## config.mk

```make
export PLATFORM = sky130hd
export DESIGN_NAME = tick_gen_ctrl_flat
export DESIGN_NICKNAME = d
export VERILOG_FILES = /design/src/rtl/tick_gen_ctrl_if.sv /design/src/rtl/tick_gen_ctrl.sv /design/src/flat_wrapper.sv
export SDC_FILE = /design/constraint.sdc
export NUM_CORES = 1
export LEC_CHECK = 0
export ABC_AREA = 1
export CAP_MARGIN = 5
export CORE_MARGIN = 2
export CORE_UTILIZATION = 30
export DETAILED_ROUTE_END_ITERATION = 8
export GPL_ROUTABILITY_DRIVEN = 1
export GPL_TIMING_DRIVEN = 0
export PLACE_DENSITY_LB_ADDON = 0.15
export SETUP_SLACK_MARGIN = 0.1
export SKIP_LAST_GASP = 1
export SYNTH_ARGS = -nofsm -noshare
export SYNTH_HDL_FRONTEND = slang
export SYNTH_SLANG_ARGS = --single-unit
```

## constraint.sdc

```tcl
create_clock -name clk -period 6.7 [get_ports clk]
set_input_delay 1.34 -clock clk [delete_from_list [all_inputs] [get_ports clk]]
set_output_delay 1.34 -clock clk [all_outputs]
set_load 0.03 [all_outputs]
```

## src/rtl/tick_gen_ctrl_if.sv

```systemverilog
// Configuration handshake between a host and tick_gen_ctrl: half-period offer,
// ready back-pressure and a one-cycle reject pulse.
interface tick_gen_ctrl_if #(
  parameter int CNT_W = 27
);
  logic             cfg_valid;
  logic [CNT_W-1:0] cfg_half;
  logic             cfg_ready;
  logic             cfg_err;

  modport master (output cfg_valid, cfg_half, input  cfg_ready, cfg_err);
  modport slave  (input  cfg_valid, cfg_half, output cfg_ready, cfg_err);
endinterface

```

## src/rtl/tick_gen_ctrl.sv

```systemverilog
// Programmable 50%-duty slow clock / tick generator with run and single-step
// modes; half-period updates land only on period boundaries.
module tick_gen_ctrl #(
  parameter int CNT_W    = 27,
  parameter int DEF_HALF = 100_000_000
) (
  input  logic           clk,
  input  logic           rst_n,
  input  logic           run,
  input  logic           step,
  tick_gen_ctrl_if.slave cfg,
  output logic           slow_clk,
  output logic           tick,
  output logic           busy
);

  localparam logic [CNT_W-1:0] DEF = CNT_W'(DEF_HALF);
  localparam logic [CNT_W-1:0] ONE = CNT_W'(1);

  typedef enum logic [1:0] {IDLE, HIGH, LOW} state_t;

  state_t           state, state_nx;
  logic [CNT_W-1:0] cnt, cnt_nx;
  logic [CNT_W-1:0] active_half, active_nx;
  logic [CNT_W-1:0] pend_half, pend_half_nx;
  logic             pend_vld, pend_vld_nx;
  logic             slow_nx, tick_nx, err_nx;
  logic             xfer, cfg_ok;
  logic [CNT_W-1:0] start_half, relaunch_half;

  assign cfg.cfg_ready = ~pend_vld;
  assign xfer          = cfg.cfg_valid & cfg.cfg_ready;
  assign cfg_ok        = xfer & (cfg.cfg_half != '0);
  assign busy          = (state != IDLE);

  // Half used by a period launched from IDLE: a same-cycle accept wins, and a
  // value left pending by the last LOW exit is applied before launching.
  assign start_half    = cfg_ok   ? cfg.cfg_half :
                         pend_vld ? pend_half    : active_half;
  assign relaunch_half = pend_vld ? pend_half    : active_half;

  always_comb begin
    state_nx     = state;
    cnt_nx       = cnt;
    active_nx    = active_half;
    pend_half_nx = pend_half;
    pend_vld_nx  = pend_vld;
    tick_nx      = 1'b0;
    err_nx       = xfer & (cfg.cfg_half == '0);
    case (state)
      IDLE: begin
        active_nx   = start_half;
        pend_vld_nx = 1'b0;
        if (run || step) begin
          state_nx = HIGH;
          cnt_nx   = start_half - ONE;
          tick_nx  = 1'b1;
        end
      end
      HIGH: begin
        if (cnt == '0) begin
          state_nx = LOW;
          cnt_nx   = active_half - ONE;
        end else begin
          cnt_nx = cnt - ONE;
        end
      end
      LOW: begin
        if (cnt == '0) begin
          active_nx   = relaunch_half;
          pend_vld_nx = 1'b0;
          if (run) begin
            state_nx = HIGH;
            cnt_nx   = relaunch_half - ONE;
            tick_nx  = 1'b1;
          end else begin
            state_nx = IDLE;
            cnt_nx   = '0;
          end
        end else begin
          cnt_nx = cnt - ONE;
        end
      end
      default: begin
        state_nx = IDLE;
        cnt_nx   = '0;
      end
    endcase
    // While a period runs, accepted values wait so no period mixes halves.
    if (busy && cfg_ok) begin
      pend_vld_nx  = 1'b1;
      pend_half_nx = cfg.cfg_half;
    end
    slow_nx = (state_nx == HIGH);
  end

  always_ff @(posedge clk or negedge rst_n) begin
    if (!rst_n) begin
      state       <= IDLE;
      cnt         <= '0;
      active_half <= DEF;
      pend_half   <= '0;
      pend_vld    <= 1'b0;
      slow_clk    <= 1'b0;
      tick        <= 1'b0;
      cfg.cfg_err <= 1'b0;
    end else begin
      state       <= state_nx;
      cnt         <= cnt_nx;
      active_half <= active_nx;
      pend_half   <= pend_half_nx;
      pend_vld    <= pend_vld_nx;
      slow_clk    <= slow_nx;
      tick        <= tick_nx;
      cfg.cfg_err <= err_nx;
    end
  end

endmodule
```

## src/flat_wrapper.sv

```systemverilog
// flat-port wrapper written by rule: the top's interface ports become plain ports
module tick_gen_ctrl_flat 
#(
  parameter int CNT_W    = 27,
  parameter int DEF_HALF = 100_000_000
)
  (clk, rst_n, run, step, slow_clk, tick, busy, cfg_cfg_valid, cfg_cfg_half, cfg_cfg_ready, cfg_cfg_err);
  tick_gen_ctrl_if #(.CNT_W(CNT_W)) cfg_i ();
  input  logic clk;
  input  logic rst_n;
  input  logic run;
  input  logic step;
  output logic slow_clk;
  output logic tick;
  output logic busy;
  input wire logic [$bits(cfg_i.cfg_valid)-1:0] cfg_cfg_valid;
  input wire logic [$bits(cfg_i.cfg_half)-1:0] cfg_cfg_half;
  output wire logic [$bits(cfg_i.cfg_ready)-1:0] cfg_cfg_ready;
  output wire logic [$bits(cfg_i.cfg_err)-1:0] cfg_cfg_err;
  assign cfg_i.cfg_valid = cfg_cfg_valid;
  assign cfg_i.cfg_half = cfg_cfg_half;
  assign cfg_cfg_ready = cfg_i.cfg_ready;
  assign cfg_cfg_err = cfg_i.cfg_err;
  tick_gen_ctrl #(.CNT_W(CNT_W), .DEF_HALF(DEF_HALF)) u_core (.clk(clk), .rst_n(rst_n), .run(run), .step(step), .cfg(cfg_i), .slow_clk(slow_clk), .tick(tick), .busy(busy));
endmodule
```

Word level (Yosys, flattened, before mapping)
Index checks and enable logic that the tools add are counted.
Widths: inputs -> output; s select.
{"block": "totals", "reg_bits": 87, "in_bits": 32, "output_inout_bits": 5}
{"block": "classes", "n_addsub": 4, "n_eq_ne": 6, "n_mux": 21, "bitwise_logic": 4, "n_reduce_logical": 11}
{"cell": "$mux 27", "count": 7}
{"cell": "$sub 27x1->27 const B", "count": 4}
{"cell": "$pmux 27 s3", "count": 1}
{"cell": "$logic_not 27->1", "count": 2}
{"cell": "$pmux 27 s2", "count": 1}
{"cell": "$reduce_bool 27->1", "count": 1}
{"cell": "$mux 1", "count": 6}
{"cell": "$mux 2", "count": 3}
{"cell": "$pmux 2 s3", "count": 1}
{"cell": "$eq 2x1->1 const B", "count": 2}
{"cell": "$ne 2x1->1 const B", "count": 2}
{"cell": "$pmux 1 s2", "count": 2}
{"cell": "$reduce_and 2->1", "count": 2}
{"cell": "$reduce_bool 2->1", "count": 2}
{"cell": "$and 1x1->1", "count": 3}
{"cell": "$ne 3x1->1 const B", "count": 1}
{"cell": "$reduce_bool 3->1", "count": 1}
{"cell": "$eq 2x2->1 const B", "count": 1}
{"cell": "$logic_not 2->1", "count": 1}
{"cell": "$logic_and 1x1->1", "count": 1}
{"cell": "$logic_or 1x1->1", "count": 1}
{"cell": "$not 1->1", "count": 1}

Longest topological paths before layout
{"block": "logic_depth", "word_depth": 7, "depth_mapped": 20, "depth_no_buf": 19}

Worst setup path after synthesis
No wires, ideal clock.
{"block": "synth_path", "kind": "in2reg", "startpoint": "input cfg_cfg_half[18]", "endpoint": "register u_core.cnt[11]", "setup_time_ns": 0.128, "t_arrival_ns": 2.808, "required_ns": 6.572, "setup_slack_ns": 3.764, "stages": 19, "path_cell_list": "inv_1 > nand2_1 > nor2_1 > nand2_1 > nor2_4 > nand2_4 > nand2_8 > buf_12 > nand2_1 > nand2_2 > nand2_2 > nor2_2 > inv_1 > nor2_2 > nand2_1 > nand3_1 > nand2_1 > nand2_1 > o21ai_1"}
{"block": "synth_via", "elab_chain_cells": 6}
{"element": "start: declaration", "line_no": "flat_wrapper.sv:17", "rtl": "input wire logic [$bits(cfg_i.cfg_half)-1:0] cfg_cfg_half;"}
{"element": "$reduce_bool 27->1", "line_no": "tick_gen_ctrl.sv:33", "rtl": "assign cfg_ok = xfer & (cfg.cfg_half != '0);"}
{"element": "$and 1x1->1", "line_no": "tick_gen_ctrl.sv:33"}
{"element": "$mux 27", "line_no": "tick_gen_ctrl.sv:38", "rtl": "assign start_half = cfg_ok ? cfg.cfg_half :"}
{"element": "$sub 27x1->27", "line_no": "tick_gen_ctrl.sv:56", "rtl": "cnt_nx = start_half - ONE;"}
{"element": "$mux 27", "line_no": "tick_gen_ctrl.sv:54", "rtl": "if (run || step) begin"}
{"element": "$pmux 27 s3", "line_no": "tick_gen_ctrl.sv:50", "rtl": "case (state)"}
{"element": "end signal: assignment", "line_no": "tick_gen_ctrl.sv:109", "rtl": "cnt <= cnt_nx;"}
{"element": "end: declaration", "line_no": "tick_gen_ctrl.sv:23", "rtl": "logic [CNT_W-1:0] cnt, cnt_nx;"}
Every way passes these cells. The select of a mux whose other input is x is not followed.
A chain may end at the register's enable or synchronous reset.

Worst setup path in the final report
{"block": "layout_path", "startpoint": "input cfg_cfg_half[24]", "endpoint": "register u_core.cnt[13]"}
The elaborated chain is that of the path after synthesis.

==> metrics.csv <==
metric;value;unit
status;completed;
Netlist cell types;54;
initial detailed-routing violation count;654;
sequential share of power;0.240;
antenna violations before repair;0;
Max Transition Viols Final;0;
hold path depth;2;
Final Util;0.346;
critical path type;in -> reg;
Final Hold Viols;0;
Longest Clk Path Bufs;2;
R2R setup slack;3820;ps
Buffers on Ports;35;
Core Area;0.0269;mm²
Setup Fix Bufs, Post-CTS;0;
Seq/Total Area, Yosys;0.268;
Worst Hold Class;reg -> reg;
r2r startpoint;u_core.state[1];
fraction of layout instances using a drive strength above 1;0.143;
Synth Net Count;1332;
total length of routed wires;30800;µm
worst path required time;6950;ps
placed inst area;0.00898;mm²
Synth-to-Final Area Change;13.8;%
post-synthesis cell count;1297;
Post-CTS Hold Fix Bufs;0;
P_leak;0.00445;µW
Clock transition at path regs;80;ps
die width;169;µm
Synth Flop Type;dfrtp_1;
Peak supply drop;0.169;mV
Antenna Nets Post-Route;0;
final net count;1379;
cts bufs inserted;9;
row cnt;60;
Async SR Flop Fraction;1.00;
syn_area_per_cell;6.30;µm²
DRC;0;
setup violators final;0;
Starting Density;0.304;
largest net degree at the start of global routing;64;
period utilization;0.536;
Synth Warn #;0;
Yosys reg bits;87;
Crit. End Element;flop;
P_int;1970;µW
Ports;37;
post-DR wirelength/cell;18.2;µm
Clock power frac;0.136;
CTS tree;built;
Post-synth EDFFs;0;
number of global-route vias before repair;8462;
Slew @ Worst Pin;992;ps
cell area after layout;0.00930;mm²
first-pass GRT wire length;48300;µm
max frequency;279;MHz
Die H;169;µm
Clk Latency, worst-skew pair;370;ps
GRT Overall Usage;0.223;
Rel. slew slack;0.336;
Post-CTS Resized;0;
placed wire-length estimate;25000;µm
CTS H-Tree Depth;3;
crit start category;primary input;
Worst EP arrival;3840;ps
Setup crit start;cfg_cfg_half[24];
crit-path max FO;10;
Root Buffer;clkbuf_16;
Setup crit end;u_core.cnt[13];
clk_skew;15.3;ps
DIE AREA;0.0286;mm²
Vias per Instance;5.04;
routability cong.;0.914;
mapped cell area;0.00817;mm²
Min Clock Period, post-route;3590;ps
MaxCap Viol Count;0;
NetSw;2420;µW
unrepaired setup endpoints after global routing;false;
GRT overflow;0;
r2r endpoint;u_core.cnt[12];
power share of the combinational group;0.624;
CTS Sinks;87;
Worst R2R Path Depth;7;
first drt pass iteration count;6;
antenna cells;0;
setup TNS;0;ps
via count;8526;
Switching Fraction;0.552;
PwrDens;472;mW/mm²
Design Power;4390;µW
[worst min-delay path by stage]
stage	end	startpoint	slack, ps
6_report	u_core.active_half[0]	u_core.active_half[0]	490
5_1_grt	u_core.pend_half[9]	u_core.pend_half[9]	520
4_1_cts	u_core.active_half[0]	u_core.active_half[0]	500
3_5_place_dp	u_core.active_half[0]	u_core.active_half[0]	480
3_3_place_gp	u_core.pend_half[3]	u_core.pend_half[3]	470
2_1_floorplan	u_core.pend_half[4]	u_core.pend_half[4]	450
[critical path, stage by stage]
cell	delay, ps
clkdlybuf4s50_1	470
inv_2	50
nand2_1	90
nor2_1	50
nand2_1	140
nor2_4	60
nand2_4	90
buf_6	150
buf_6	140
nand3_1	120
nand2_2	170
nand2_1	100
nor2_2	200
nand2_1	100
nor2_2	190
nand2_1	80
nand3_1	90
nand2_1	60
nand2_1	60
o21ai_1	70
[cell usage after synthesis (3+ instances only)]
library cell	n	area share
nor4_1	4	0.0031
inv_1	135	0.062
buf_12	3	0.0073
nor3_2	3	0.0037
dfrtp_1	75	0.23
nand4_1	13	0.0099
xnor2_1	7	0.0075
nand2_2	36	0.028
xor2_1	31	0.033
o31ai_1	4	0.0037
nand2_1	388	0.18
o21ai_0	128	0.078
o22ai_1	3	0.0023
or2_2	3	0.0023
o211ai_1	4	0.0037
buf_6	10	0.014
nor2_2	27	0.021
a22oi_1	3	0.0028
nand3_2	4	0.0049
inv_2	27	0.012
ha_1	3	0.0046
nor2_1	117	0.054
nor3_1	15	0.0092
dfstp_2	12	0.039
buf_4	4	0.0037
a21oi_1	26	0.016
and2_1	4	0.0031
nand3_1	98	0.060
buf_1	3	0.0014
nand3b_1	5	0.0046
o21ai_1	26	0.016
clkbuf_1	18	0.0083
o21ai_2	16	0.017
nor2_4	13	0.018
[cells in the final DEF (no fill, tap or decap), drive strengths merged, types with 5 or more instances in the layout]
| cell | Yosys | routed |
|---|---|---|
| nand2 | 427 | 427 |
| o21ai | 172 | 172 |
| inv | 163 | 166 |
| nor2 | 159 | 159 |
| nand3 | 102 | 102 |
| dfrtp | 75 | 75 |
| clkdlybuf4s50 | 0 | 34 |
| xor2 | 31 | 31 |
| clkbuf | 18 | 27 |
| a21oi | 26 | 26 |
| buf | 22 | 24 |
| nor3 | 20 | 20 |
| nand4 | 15 | 15 |
| dfstp | 12 | 12 |
| xnor2 | 7 | 7 |
| nand3b | 5 | 5 |
| and2 | 5 | 5 |
[routing by layer]
| layer | wire, µm | global-route usage | part of all wire | vias up |
|---|---|---|---|---|
| li1 | - | - | - | 4261 |
| met1 | 14700 | 0.313 | 0.48 | 4025 |
| met2 | 14400 | 0.370 | 0.47 | 212 |
| met3 | 1260 | 0.0208 | 0.041 | 28 |
| met4 | 479 | 0.0520 | 0.016 | 0 |
| met5 | 0 | 0 | 0 | - |
[stage by stage]
stage,hold WS [ps],setup WS (ps),cells
3_3_place_gp,469,645,1673
2_1_floorplan,453,3760,1297
4_1_cts,499,3120,1690
5_1_grt,525,2840,1690
6_report,490,3110,1690
3_5_place_dp,478,2750,1674
[flip-flops by register name, indices dropped and copies added, names as in the netlist]
signal,cells
u_core.cfg.cfg_err,1
u_core.pend_half,27
u_core.active_half,27
u_core.state,2
u_core.tick,1
u_core.pend_vld,1
u_core.slow_clk,1
u_core.cnt,27
[final cells by class]
type	count	area, µm²
multi-input cells	1004	5060
plain buffers	40	292
fillers	3034	17600
flip-flops and latches	87	2190
clock inverters	7	101
well taps	341	427
inverters	166	627
clock buffers	9	225
repair buffers	36	375
[power by group through the flow]
stage          sequential (µW)  clock, µW  combinational, µW
6_report                  1050        596               2740
3_3_place_gp              1060          0               2700
4_1_cts                   1050        606               2740
3_5_place_dp              1060          0               2730
5_1_grt                   1090        620               3110
2_1_floorplan              978          0               2020
[cells by family (layout without fill, tap and decap cells)]
family          after synthesis  count (layout)  share of synthesized area
flops                        87              87                      0.268
compound gates              222             222                      0.154
mux                           1               1                    0.00138
buf+inv                     206             258                      0.112
xor+xnor                     38              38                     0.0407
simple gates                740             740                      0.419
fa+ha+maj                     3               3                    0.00459
No activity file was read; power rests on OpenSTA's default activity.
